--- config.mk ---
export PLATFORM = sky130hd
export DESIGN_NAME = a2d_rr_sched
export DESIGN_NICKNAME = d
export VERILOG_FILES = /design/src/rtl/a2d_rr_sched.sv
export SDC_FILE = /design/constraint.sdc
export NUM_CORES = 1
export LEC_CHECK = 0
export ABC_AREA = 1
export BUFFER_PORTS_ARGS = -buffer_cell sky130_fd_sc_hd__buf_2
export CAP_MARGIN = 20
export CORE_MARGIN = 3
export CORE_UTILIZATION = 57
export CTS_CLUSTER_SIZE = 25
export DETAILED_ROUTE_END_ITERATION = 12
export GPL_TIMING_DRIVEN = 0
export PLACE_DENSITY_LB_ADDON = 0.12
export SLEW_MARGIN = 20
export SYNTH_ARGS = -nofsm -noshare
export SYNTH_HDL_FRONTEND = slang
export SYNTH_SLANG_ARGS = --single-unit
export TNS_END_PERCENT = 30
--- constraint.sdc ---
create_clock -name clk -period 4.1 [get_ports clk]
set_clock_uncertainty 0.05 [all_clocks]
set_input_delay 0.41 -clock clk [delete_from_list [all_inputs] [get_ports clk]]
set_output_delay 0.41 -clock clk [all_outputs]
set_load 0.05 [all_outputs]
--- src/rtl/a2d_rr_sched.sv ---
`default_nettype none
// ============================================================================
// Module : a2d_rr_sched
// Round-robin sequencer sharing one SPI A2D among lft/rght/steer/batt slots.
// Rev    : 1.0  initial release
// ============================================================================
module a2d_rr_sched #(
   parameter logic [15:0] TMO_CYCLES = 16'd2048,
   parameter logic [2:0]  CH_LFT     = 3'd0,
   parameter logic [2:0]  CH_RGHT    = 3'd4,
   parameter logic [2:0]  CH_STEER   = 3'd5,
   parameter logic [2:0]  CH_BATT    = 3'd6
) (
   input  logic        clk,
   input  logic        rst_n,
   input  logic        nxt,
   input  logic [3:0]  chn_en,
   output logic        spi_wrt,
   output logic [15:0] spi_cmd,
   input  logic        spi_done,
   input  logic [15:0] spi_rd_data,
   output logic [11:0] lft_ld,
   output logic [11:0] rght_ld,
   output logic [11:0] steer_pot,
   output logic [11:0] batt,
   output logic        smpl_vld,
   output logic        a2d_err
);

   localparam logic [2:0]  c_IDLE     = 3'd0;
   localparam logic [2:0]  c_CMD      = 3'd1;
   localparam logic [2:0]  c_GAP      = 3'd2;
   localparam logic [2:0]  c_RD       = 3'd3;
   localparam logic [2:0]  c_UPD      = 3'd4;
   localparam logic [15:0] c_TMO_LAST = TMO_CYCLES - 16'd1;

   logic [2:0]  r_state;
   logic [1:0]  r_ptr;
   logic [1:0]  r_slot;
   logic        r_pend;
   logic [15:0] r_tmo;
   logic        r_spi_wrt;
   logic [15:0] r_spi_cmd;
   logic [11:0] r_lft;
   logic [11:0] r_rght;
   logic [11:0] r_steer;
   logic [11:0] r_batt;
   logic        r_smpl_vld;
   logic        r_a2d_err;

   logic [1:0]  w_p1;
   logic [1:0]  w_p2;
   logic [1:0]  w_p3;
   logic [1:0]  w_sel;
   logic [2:0]  w_chnl;
   logic        w_any;
   logic        w_go;
   logic        w_tmo_hit;
   logic        w_unused;

   // Only the low 12 bits of the read frame carry the conversion result.
   assign w_unused  = ^spi_rd_data[15:12];

   assign w_p1      = r_ptr + 2'd1;
   assign w_p2      = r_ptr + 2'd2;
   assign w_p3      = r_ptr + 2'd3;
   assign w_any     = |chn_en;
   assign w_go      = (r_state == c_IDLE) && w_any && (nxt || r_pend);
   assign w_tmo_hit = (r_tmo == c_TMO_LAST);

   // r_ptr holds the first candidate slot, i.e. the one after the last served.
   always_comb begin
      if (chn_en[r_ptr])
         w_sel = r_ptr;
      else if (chn_en[w_p1])
         w_sel = w_p1;
      else if (chn_en[w_p2])
         w_sel = w_p2;
      else
         w_sel = w_p3;
   end

   always_comb begin
      case (w_sel)
         2'd0:    w_chnl = CH_LFT;
         2'd1:    w_chnl = CH_RGHT;
         2'd2:    w_chnl = CH_STEER;
         default: w_chnl = CH_BATT;
      endcase
   end

   always_ff @(posedge clk or negedge rst_n) begin
      if (!rst_n) begin
         r_state    <= c_IDLE;
         r_ptr      <= 2'd0;
         r_slot     <= 2'd0;
         r_pend     <= 1'b0;
         r_tmo      <= 16'd0;
         r_spi_wrt  <= 1'b0;
         r_spi_cmd  <= 16'h0000;
         r_lft      <= 12'h000;
         r_rght     <= 12'h000;
         r_steer    <= 12'h000;
         r_batt     <= 12'h000;
         r_smpl_vld <= 1'b0;
         r_a2d_err  <= 1'b0;
      end else begin
         r_spi_wrt  <= 1'b0;
         r_smpl_vld <= 1'b0;
         if (nxt && (r_state != c_IDLE))
            r_pend <= 1'b1;

         case (r_state)
            c_IDLE: begin
               r_pend <= 1'b0;
               if (w_go) begin
                  r_slot    <= w_sel;
                  r_ptr     <= w_sel + 2'd1;
                  r_spi_wrt <= 1'b1;
                  r_spi_cmd <= {2'b00, w_chnl, 11'h000};
                  r_tmo     <= 16'd0;
                  r_state   <= c_CMD;
               end
            end
            c_CMD: begin
               if (spi_done) begin
                  r_state <= c_GAP;
               end else if (w_tmo_hit) begin
                  r_a2d_err <= 1'b1;
                  r_state   <= c_IDLE;
               end else begin
                  r_tmo <= r_tmo + 16'd1;
               end
            end
            c_GAP: begin
               r_spi_wrt <= 1'b1;
               r_tmo     <= 16'd0;
               r_state   <= c_RD;
            end
            c_RD: begin
               // Result is captured on spi_done so it is visible the next cycle.
               if (spi_done) begin
                  case (r_slot)
                     2'd0:    r_lft   <= spi_rd_data[11:0];
                     2'd1:    r_rght  <= spi_rd_data[11:0];
                     2'd2:    r_steer <= spi_rd_data[11:0];
                     default: r_batt  <= spi_rd_data[11:0];
                  endcase
                  r_smpl_vld <= 1'b1;
                  r_state    <= c_UPD;
               end else if (w_tmo_hit) begin
                  r_a2d_err <= 1'b1;
                  r_state   <= c_IDLE;
               end else begin
                  r_tmo <= r_tmo + 16'd1;
               end
            end
            c_UPD: begin
               r_state <= c_IDLE;
            end
            default: begin
               r_state <= c_IDLE;
            end
         endcase
      end
   end

   assign spi_wrt   = r_spi_wrt;
   assign spi_cmd   = r_spi_cmd;
   assign lft_ld    = r_lft;
   assign rght_ld   = r_rght;
   assign steer_pot = r_steer;
   assign batt      = r_batt;
   assign smpl_vld  = r_smpl_vld;
   assign a2d_err   = r_a2d_err;

endmodule
`default_nettype wire

==> run summary <==
The flow ran to the end, and the final reports show no timing, DRC or antenna violations. Buffers placed on the I/O ports in this run total 73. The HPWL after detailed placement is 5.656 mm. Entering global routing, the biggest net connects 61 pins. Of the total synthesized cell area, the portion taken by full adders, half adders and majority gates is 1.368%. Using the TritonRoute via totals, the vias-per-cell ratio works out to 5.037.

The tools report the startpoint kind of the worst setup timing path as a flop. The starting density of the core came out at 60.36%. The smallest clock period supported by the final layout is computed as 1.970 ns. The logs give 1.774 mW for the internal power of the cells and 30 for the number of distinct library cells after synthesis. The longest clock path from root to sink contains 2 buffers.

The worst stage delay on the critical path came out at 0.34 ns. The endpoint arrival time on the critical path is 2.15 ns, and the sequential share of power is 32.7%. Fill cells in the final layout number 488. After global routing the overflow that remains totals 0.

After detailed routing, the average wire length per cell comes to 12.85 um. The die is 86.12 um wide. The wire length of the first global-routing pass was 13.19 mm; the residual DRC count was 0. The worst path uses 48.05% of the clock period. The number of hold violations in the final report came out at 0.

After clock tree synthesis, the clock-pin slew on the worst setup and hold paths is 0.08 ns. The logs give 2.13 ns for the reg2reg setup slack and 0 for the count of inserted antenna diode cells. The total of cells resized after clock tree synthesis was 0; the area growth from synthesis to layout was 20.28%. The floorplan die height was 86.12 um. The cell count after synthesis is 437, and the final sum of negative setup slack is 0 ns.

The top cell types in the final layout, fill and taps aside, are 141 x sky130_fd_sc_hd__nand2_1, 80 x sky130_fd_sc_hd__buf_2, 78 x sky130_fd_sc_hd__dfrtp_1. Along the worst hold path, the cell count comes to 3. Per report_power, the clock group accounts for 15.9% of the total.

Counting stages on the worst path, the most repeated cell is sky130_fd_sc_hd__nand2_1. The total leakage power came out at 2.393 nW. Leaving out fill and tap cells, the most frequent cell in the layout is sky130_fd_sc_hd__nand2_1. At the end of the flow, the number of nets in the layout was 563.

Overall power consumption after layout is estimated at 3.668 mW. The number of setup buffers added after CTS is 0. TritonCTS built the clock tree. Tracing the worst setup path back leads to its startpoint at r_ptr[0]$_DFFE_PN0P_. The largest fanout on the critical path is 8. After synthesis, the largest family of logic cells by area is simple AND/OR/NAND/NOR gates. The first routing iteration left 119 violations. The capturing element type of the critical path is a flop. The row count was 28; the worst-skew pair later-pin latency was 0.35 ns. Buffers plus inverters on the worst setup path: 3. The logs give 78 for the total clock sinks and 2,838 for the number of global-route vias before repair.

The register bit total from synthesis is 78. The tools report the die footprint as 0.007416 mm^2. After Yosys synthesis, and, or, nand and nor cells account for 24.42% of the synthesized area.

For this run, the number of Yosys warnings is 0. Across the run, the number of max-cap violations was 0. The tools report the total via count after detailed routing as 3,098. After floorplanning, the core was sized to cover 0.006061 mm^2. For the initial antenna violation count, the log shows 0.

The tools report the H-tree level count as 3. The path class of the tightest hold or removal check is in2reg. The final-report max-slew violation count was 0; the post-detailed-routing wire length was 7.900 mm. Summing every instance area after synthesis gives 0.003659 mm^2. CTS placed an instance of sky130_fd_sc_hd__clkbuf_8 at the clock tree root.

Fmax: 507.6 MHz. For the count of placed standard cells in the final layout, fillers left out, the log shows 615. Among all stages on the critical path, the largest delay is contributed by sky130_fd_sc_hd__dfrtp_1. The synthesized area per cell is 8.372 um^2. In the final layout, the share of cells above drive strength 1 is 23.52%.

The congestion estimate from routability-driven global placement came to 0.8568. For this design the top-level I/O count stands at 91. The power density over cell area came out at 833.6 mW/mm^2. Grouping stages by cell kind, the critical path spends the most delay in simple AND/OR/NAND/NOR gates. The required arrival time at the worst endpoint was 4.28 ns; the post-synthesis sequential area ratio was 53.35%. The worst vdd rail ir drop is 544.7 uV, and the number of search-and-repair iterations in the first detailed-routing pass is 6. The total CTS buffers is 9.

Worst reg2reg path startpoint: r_ptr[0]$_DFFE_PN0P_. The detail route stage leaves a number of antenna-violating nets equal to 0. Setup violations remaining at the end of the flow were counted as 0.

Switching share of power: 51.63%. The path with the worst hold slack has its endpoint at r_pend$_DFFE_PN0P_. Across all setup checks in the final design, the least slack found is 2.130 ns. Measured on the finished design, the core utilization comes to 72.61%. The all-layer global routing usage is 22.82%.

The run gives 598 as the cell count after placement. The startpoint of the tightest hold check path was nxt. Setup repair after global routing left no endpoint under its margin.

The synthesized netlist devotes 8.755% of its cell area to compound gates. The worst register-to-register path ends at r_ptr[1]$_DFFE_PN0P_. The combinational cell fraction of total power came out at 51.4%.

Critical path class: reg2reg. Summing the areas of all xor and xnor instances in the mapped netlist gives 2.633% of the synthesized area. The worst reg-to-reg path cell count was 13.

For this design the total switching power over the nets is 1.894 mW. Of the post-synthesis cell area, the part taken by muxes is 0%. Walking the worst path, the cells encountered are buf_2, inv_1, nand2_1, nand3_1, nand2_1, nand3_1, nand2_1, nand2_1, nand2_1, inv_1, ha_1, nand2_1, o21ai_0. Before CTS, the worst setup slack after placement is 2.166 ns.
[routing by layer]
metal  part of all wire, %  routed length, um  global-route usage [%]  vias up
met5                     0                  0                       0        -
met4                   1.5                115                   7.770        0
met3                   5.6                439                   4.035       10
met2                    48               3825                   36.93       86
met1                    45               3519                   31.17     1449
li1                      -                  -                       -     1553
[state kept, by name, indices dropped and copies added (netlist names), 3 cells and up]
| register | cells |
|---|---|
| r_state | 3 |
| batt | 12 |
| lft_ld | 12 |
| rght_ld | 12 |
| spi_cmd | 3 |
| steer_pot | 12 |
| r_tmo | 16 |
[power by group through the flow]
stage | clock, mW | combinational, mW | sequential [mW]
after floorplan | 0 | 0.669 | 1.99
after global placement | 0 | 1.85 | 1.21
after detailed placement | 0 | 1.89 | 1.21
after CTS | 0.590 | 1.90 | 1.20
after global routing | 0.623 | 2.04 | 1.23
final | 0.582 | 1.89 | 1.20
[cell usage after synthesis]
master                     number  area (um^2)
sky130_fd_sc_hd__nand3_2        5        50.05
sky130_fd_sc_hd__o21ai_1       40        200.2
sky130_fd_sc_hd__nand2_1      141        529.3
sky130_fd_sc_hd__nand3_1       28        140.1
sky130_fd_sc_hd__clkbuf_2       1        5.000
sky130_fd_sc_hd__nor2_1        28        105.1
sky130_fd_sc_hd__xor2_1        10        87.58
sky130_fd_sc_hd__inv_2          3        11.26
sky130_fd_sc_hd__xnor2_1        1        8.760
sky130_fd_sc_hd__ha_1           4        50.05
sky130_fd_sc_hd__and2_1         1        6.260
sky130_fd_sc_hd__nor3_4         1        16.27
sky130_fd_sc_hd__inv_6          1        8.760
sky130_fd_sc_hd__buf_8          1        15.01
sky130_fd_sc_hd__o21bai_1       1        7.510
sky130_fd_sc_hd__nor3_1         2        10.01
sky130_fd_sc_hd__dfrtp_1       78         1952
sky130_fd_sc_hd__a21oi_1        1        5.000
sky130_fd_sc_hd__a31o_2         1        8.760
sky130_fd_sc_hd__clkbuf_1       1        3.750
sky130_fd_sc_hd__buf_2          8        40.04
sky130_fd_sc_hd__nand2_2        1        6.260
sky130_fd_sc_hd__conb_1         1        3.750
sky130_fd_sc_hd__buf_4         14        105.1
sky130_fd_sc_hd__o311ai_0       1        8.760
sky130_fd_sc_hd__o21ai_0       18        90.09
sky130_fd_sc_hd__inv_1         41        153.9
sky130_fd_sc_hd__nand4_1        2        12.51
sky130_fd_sc_hd__nand2_4        1        11.26
sky130_fd_sc_hd__nor2_2         1        6.260
[stage by stage]
| stage | hold WS, ns | area, um^2 |
|---|---|---|
| after CTS | 0.2673 | 4400 |
| after global routing | 0.2995 | 4400 |
| after floorplan | 0.06441 | 3704 |
| after detailed placement | 0.2642 | 4193 |
| final | 0.2770 | 4400 |
| after global placement | 0.4045 | 4163 |
[worst reg2reg max path: cells and delay by family (launching register included)]
kind,cells,cell delay [ns]
simple gates,8,0.73
flops,1,0.34
compound gates,1,0.08
buf+inv,3,0.38
fa+ha+maj,1,0.28
[worst max-delay path by stage]
stage | end | cells after the start
2_1_floorplan | r_ptr[1]$_DFFE_PN0P_ | 12
3_3_place_gp | steer_pot[6]$_DFFE_PN0P_ | 1
3_5_place_dp | r_ptr[1]$_DFFE_PN0P_ | 12
4_1_cts | r_ptr[1]$_DFFE_PN0P_ | 12
5_1_grt | r_ptr[1]$_DFFE_PN0P_ | 13
6_report | r_ptr[1]$_DFFE_PN0P_ | 13
[layout make-up]
cell class	count	area (um^2)	area share (%)
sequential	78	1952	44.36
multi-input combinational	301	1409	32.02
timing repair buffer	75	405.4	9.212
inverter	45	173.9	3.952
buffer	25	168.9	3.838
clock buffer	10	127.6	2.900
tap	75	93.84	2.132
clock inverter	6	70.07	1.592
[cell families after synthesis]
logic type	Yosys count
XOR/XNOR	11
other	1
AND/OR/NAND/NOR	211
AO/OA/AOI/OAI	62
flip-flops	78
adder cells (fa/ha/maj)	4
buffers and inverters	70
[what timing repair did]
item,in CTS,in global routing
hold buffers,1,0
setup endpoints to repair,0,0
hold endpoints to repair,18,0
(Power assumes the default switching activity.)
